File: src/rtl/rnd_bank_harvester.sv
// Random-bank reader: freezes and samples one 16-bit generator word at a time, von Neumann
// debiases it into bytes, and delivers the bytes through a small valid/ready FIFO.
module rnd_bank_harvester #(
    parameter int RND_N      = 34,
    parameter int ADDR_W     = 6,
    parameter int SETTLE     = 2,
    parameter int RUN        = 4,
    parameter int FIFO_DEPTH = 4
) (
    input  logic              clk,
    input  logic              rst_n,
    input  logic              en,
    output logic              freeze_o,
    output logic [ADDR_W-1:0] addr_o,
    input  logic [15:0]       rnd_i,
    output logic [7:0]        byte_o,
    output logic              byte_valid,
    input  logic              byte_ready,
    output logic              busy
);
    localparam int PTR_W = (FIFO_DEPTH > 1) ? $clog2(FIFO_DEPTH) : 1;

    typedef enum logic [2:0] {IDLE, FREEZE, SAMPLE, DEBIAS, RELEASE} state_t;

    state_t          state;
    logic [3:0]      cnt;
    logic [15:0]     word;
    logic [2:0]      k;
    logic [7:0]      acc;
    logic [2:0]      nbits;

    logic [7:0]      mem [FIFO_DEPTH];
    logic [PTR_W-1:0] wptr, rptr;
    logic [PTR_W:0]  count;

    logic [1:0]      pair;
    logic            bit_vld;
    logic [7:0]      acc_nxt;
    logic            byte_done, full, stall, push, pop;

    always_comb begin
        pair      = word[{k, 1'b0} +: 2];
        bit_vld   = pair[1] ^ pair[0];
        acc_nxt   = {pair[1], acc[7:1]};
        byte_done = (state == DEBIAS) && bit_vld && (nbits == 3'd7);
        // Fullness is judged on the pre-pop count, so a same-cycle pop never makes room.
        full      = (count == (PTR_W+1)'(FIFO_DEPTH));
        stall     = byte_done && full;
        push      = byte_done && !full;
        pop       = byte_valid && byte_ready;
    end

    assign busy       = (state != IDLE);
    assign byte_valid = (count != '0);
    assign byte_o     = byte_valid ? mem[rptr] : 8'h00;

    always_ff @(posedge clk) begin
        if (!rst_n) begin
            state    <= IDLE;
            freeze_o <= 1'b0;
            addr_o   <= '0;
            cnt      <= '0;
            word     <= '0;
            k        <= '0;
            acc      <= '0;
            nbits    <= '0;
        end else begin
            case (state)
                IDLE: if (en) begin
                    state    <= FREEZE;
                    freeze_o <= 1'b1;
                    cnt      <= '0;
                end
                FREEZE: if (cnt == 4'(SETTLE - 1)) state <= SAMPLE;
                        else                       cnt   <= cnt + 4'd1;
                SAMPLE: begin
                    word     <= rnd_i;
                    k        <= '0;
                    freeze_o <= 1'b0;
                    state    <= DEBIAS;
                end
                DEBIAS: if (!stall) begin
                    if (bit_vld) begin
                        acc   <= acc_nxt;
                        nbits <= nbits + 3'd1;  // wraps to 0 as the byte is pushed
                    end
                    if (k == 3'd7) begin
                        state  <= RELEASE;
                        cnt    <= '0;
                        addr_o <= (addr_o == ADDR_W'(RND_N - 1)) ? '0 : addr_o + 1'b1;
                    end else begin
                        k <= k + 3'd1;
                    end
                end
                RELEASE: if (cnt == 4'(RUN - 1)) begin
                    if (en) begin
                        state    <= FREEZE;
                        freeze_o <= 1'b1;
                        cnt      <= '0;
                    end else begin
                        state <= IDLE;
                    end
                end else begin
                    cnt <= cnt + 4'd1;
                end
                default: state <= IDLE;
            endcase
        end
    end

    always_ff @(posedge clk) begin
        if (push) mem[wptr] <= acc_nxt;
    end

    always_ff @(posedge clk) begin
        if (!rst_n) begin
            wptr  <= '0;
            rptr  <= '0;
            count <= '0;
        end else begin
            if (push) wptr <= wptr + 1'b1;
            if (pop)  rptr <= rptr + 1'b1;
            case ({push, pop})
                2'b10:   count <= count + 1'b1;
                2'b01:   count <= count - 1'b1;
                default: count <= count;
            endcase
        end
    end
endmodule

File: config.mk
export PLATFORM = sky130hd
export DESIGN_NAME = rnd_bank_harvester
export DESIGN_NICKNAME = d
export VERILOG_FILES = /design/src/rtl/rnd_bank_harvester.sv
export SDC_FILE = /design/constraint.sdc
export NUM_CORES = 1
export LEC_CHECK = 0
export BUFFER_PORTS_ARGS = -buffer_cell sky130_fd_sc_hd__buf_2
export CAP_MARGIN = 5
export CORE_MARGIN = 4
export CORE_UTILIZATION = 45
export DETAILED_ROUTE_END_ITERATION = 12
export GPL_TIMING_DRIVEN = 0
export PLACE_DENSITY = 0.75
export SLEW_MARGIN = 20
export SYNTH_ARGS = -nofsm -noshare
export SYNTH_HDL_FRONTEND = slang
export SYNTH_SLANG_ARGS = --single-unit
File: constraint.sdc
create_clock -name clk -period 8.89 [get_ports clk]
set_clock_uncertainty 0.1 [all_clocks]
set_input_delay 0.889 -clock clk [delete_from_list [all_inputs] [get_ports clk]]
set_output_delay 0.889 -clock clk [all_outputs]
set_load 0.02 [all_outputs]
==> flow_summary.json <==
{
  "outcome": "finished clean",
  "cts_root_buf": "clkbuf_8",
  "cts_tree": "yes",
  "vias": 2660,
  "synthesis.area_mm2": 0.003689,
  "post-route-min-period_ns": 3.372,
  "ant_nets": 0,
  "die_w_um": 98.54,
  "hold_start": "word[4]$_SDFFE_PN0P_",
  "seq_area_frac_synth_pct": 54.27,
  "wl_per_cell_um": 14.03,
  "reg2reg_setup_slack_ns": 5.52,
  "synth_cells": 345,
  "start_util_pct": 47.00,
  "dr.max_layer_used": "met4",
  "async_flop_share_pct": 0,
  "synth_cell_types": 44,
  "port-buffer-count": 35,
  "crit_chain": "buf_2 > mux4_2 > mux2_2 > xor2_2 > nor3_2 > inv_1 > ha_1 > inv_1 > fa_1 > xor2_1 > or3_1 > a21oi_1",
  "synth_edf_count": 32,
  "drv_cap": 0,
  "cts_sinks": 84,
  "gp_congestion": 0.8870,
  "post-cts-setup-buffer-count": 0,
  "max_freq_mhz": 296.5,
  "first_pass_iters": 4,
  "power_mw": 0.7234,
  "hp-class": "register to register",
  "final_hold_viol_count": 0,
  "r2r-start": "k[0]$_SDFFE_PN0P_",
  "synth_area_leaders": "dfxtp_1 (28%), edfxtp_1 (26%), mux4_2 (7.3%)",
  "drt-total-wl_mm": 6.985,
  "cp-start-kind": "register",
  "rsz0062_at_grt": "no",
  "syn_nets": 379,
  "p_per_area_mw_per_mm2": 171.9,
  "core_mm2": 0.007848,
  "leakagePower_nw": 1.458,
  "htree_levels": 3,
  "cp_slowest_cell": "mux4_2",
  "avgViaCountPerCell": 5.341,
  "yosys.area.top_type": "dfxtp_1",
  "final_area_mm2": 0.004208,
  "clk_pin_slew_ns": 0.08,
  "ios": 37,
  "min_path_cells": 2,
  "wl_met2_mm": 3.539,
  "worstPathArrival_ns": 3.56,
  "cp_num_buf_inv": 3,
  "rows": 32,
  "cpLargestDelayFamily": "multiplexers",
  "worst_slew_pin_slew_ns": 0.9822,
  "ys.flop_type": "dfxtp_1",
  "post_cts_resized": 0,
  "slowest_delay_ns": 0.53,
  "reg2regPathDepth": 12,
  "grt_pass1_wl_mm": 11.62,
  "syn_area_per_cell_um2": 10.69,
  "drc": 0,
  "num_antenna_cells": 0,
  "cts_made_buffers": 9,
  "grt-ovfl-total": 0,
  "max-vdd-ir-drop_uv": 112.7,
  "critical_path_class": "register to register",
  "grt_start_max_net_pins": 16,
  "met1_length_mm": 2.955,
  "maxSlewViolCount": 0,
  "ys_ff_latch": 84,
  "placed_cell_area_mm2": 0.003991,
  "yosysWarnings": 0,
  "tns_ns": 0,
  "track_usage_pct": 14.86,
  "die_h_um": 98.54,
  "cp_max_fo": 8,
  "ff_latch_area_mm2": 0.002002,
  "n_fill_cell": 723,
  "end_kind": "register",
  "final_nets": 425,
  "grt_pass1_vias": 2552,
  "final_min_period_over_clock_period_pct": 37.93,
  "cpMostUsedCell": "inv_1",
  "synth_top_area_share_pct": 28.22,
  "dp_hpwl_mm": 4.983,
  "area_growth_pct": 14.08,
  "cp.required_ns": 9.07,
  "r2r-end": "count[2]$_SDFFE_PN0P_",
  "setup_violations": 0,
  "holdPathEnd": "word[4]$_SDFFE_PN0P_",
  "drive_gt1_share_pct": 18.43,
  "wl_met3_um": 345,
  "die_area_mm2": 0.009709,
  "antenna_found_initial": 0,
  "cts_max_path_buffers": 2,
  "multiInputGateArea_mm2": 0.001563,
  "relSlewSlack_pct": 34.02,
  "first_iter_violations": 78,
  "clkLatencyLatePin_ns": 0.35,
  "ctsHoldBuffers": 0
}
[synthesized netlist by cell type (all sizes together) (2+ instances only)]
| cell | count |
|---|---|
| edfxtp | 32 |
| dfxtp | 52 |
| xnor2 | 3 |
| ha | 13 |
| or3 | 7 |
| nor2b | 2 |
| clkbuf | 14 |
| nand3 | 18 |
| inv | 13 |
| a31oi | 3 |
| o21ai | 16 |
| nand2b | 3 |
| nor3 | 7 |
| mux4 | 12 |
| a21oi | 26 |
| nor2 | 15 |
| o211ai | 2 |
| xor2 | 4 |
| nor3b | 2 |
| buf | 5 |
| or2 | 2 |
| mux2i | 4 |
| and2 | 14 |
| nand2 | 58 |
| o31ai | 4 |
| nor4 | 2 |
[metal layers]
| metal | vias up | track usage, % |
|---|---|---|
| li1 | 1308 | - |
| met2 | 71 | 25.59 |
| met4 | 0 | 6.723 |
| met3 | 16 | 4.105 |
| met1 | 1265 | 17.23 |
| met5 | - | 0 |
[state kept, by name, summed over array words and instances, names as in the netlist, named ones only]
signal,cells
word,16
mem,32
nbits,3
acc,7
cnt,4
addr_o,6
rptr,2
k,3
freeze_o,1
state,3
count,3
wptr,2
[through the flow]
stage                     worst slack (ns)  hold slack [ns]  utilization (%)  instances
after global placement               5.570           0.3384            50.86        482
final                                5.518           0.3640            53.62        498
after detailed placement             5.536           0.3483            50.86        482
after floorplan                      5.775           0.3331                -        345
after global routing                 5.350           0.3893            53.62        498
after CTS                            5.506           0.3662            53.62        498
[power breakdown]
| group | switching, mW | total (mW) | internal, mW |
|---|---|---|---|
| Combinational | 0.0183 | 0.0291 | 0.0108 |
| Clock | 0.135 | 0.294 | 0.159 |
| Sequential | 0.00207 | 0.401 | 0.399 |
[final cells by class]
type,count,area share [%]
buffer,19,1.784
clock buffer,10,3.033
clock inverter,6,2.111
inverter,13,1.160
multi-input combinational,229,37.14
sequential,84,47.58
tap,102,3.033
timing repair buffer,35,4.163
[tightest hold or removal path, cell delays in order (launching register included)]
cell and delay, ns:
dfxtp_1 0.32, nand2_1 0.05, a21oi_1 0.05
[worst max path at each step]
stage | start | endpoint | slack (ns) | cells past startpoint
final | k[0]$_SDFFE_PN0P_ | count[2]$_SDFFE_PN0P_ | 5.52 | 12
after global routing | k[0]$_SDFFE_PN0P_ | count[2]$_SDFFE_PN0P_ | 5.35 | 12
after CTS | k[0]$_SDFFE_PN0P_ | count[2]$_SDFFE_PN0P_ | 5.51 | 12
after detailed placement | k[0]$_SDFFE_PN0P_ | count[2]$_SDFFE_PN0P_ | 5.54 | 12
after global placement | k[0]$_SDFFE_PN0P_ | count[2]$_SDFFE_PN0P_ | 5.57 | 12
after floorplan | k[0]$_SDFFE_PN0P_ | count[2]$_SDFFE_PN0P_ | 5.77 | 12
[cells by family after synthesis]
family	Yosys count	share of synthesized area, %
XOR/XNOR	7	1.866
multiplexers	17	9.057
buffers and inverters	32	3.358
AND/OR/NAND/NOR	131	17.10
AO/OA/AOI/OAI	60	9.397
adder cells (fa/ha/maj)	14	4.953
flip-flops	84	54.27
[layout by cell type, fill, tap and decap left out, types with 4 or more instances in the layout]
cell type | netlist | routed
nand2_1 | 58 | 58
dfxtp_1 | 52 | 52
buf_2 | 3 | 38
edfxtp_1 | 32 | 32
a21oi_1 | 26 | 26
nand3_1 | 18 | 18
clkbuf_1 | 14 | 15
nor2_1 | 15 | 15
and2_1 | 14 | 14
o21ai_0 | 14 | 14
inv_1 | 13 | 13
ha_1 | 13 | 13
mux4_2 | 12 | 12
clkbuf_8 | 0 | 9
or3_1 | 7 | 7
nor3_1 | 5 | 5
o31ai_1 | 4 | 4
No activity file was read; power rests on OpenSTA's default activity.
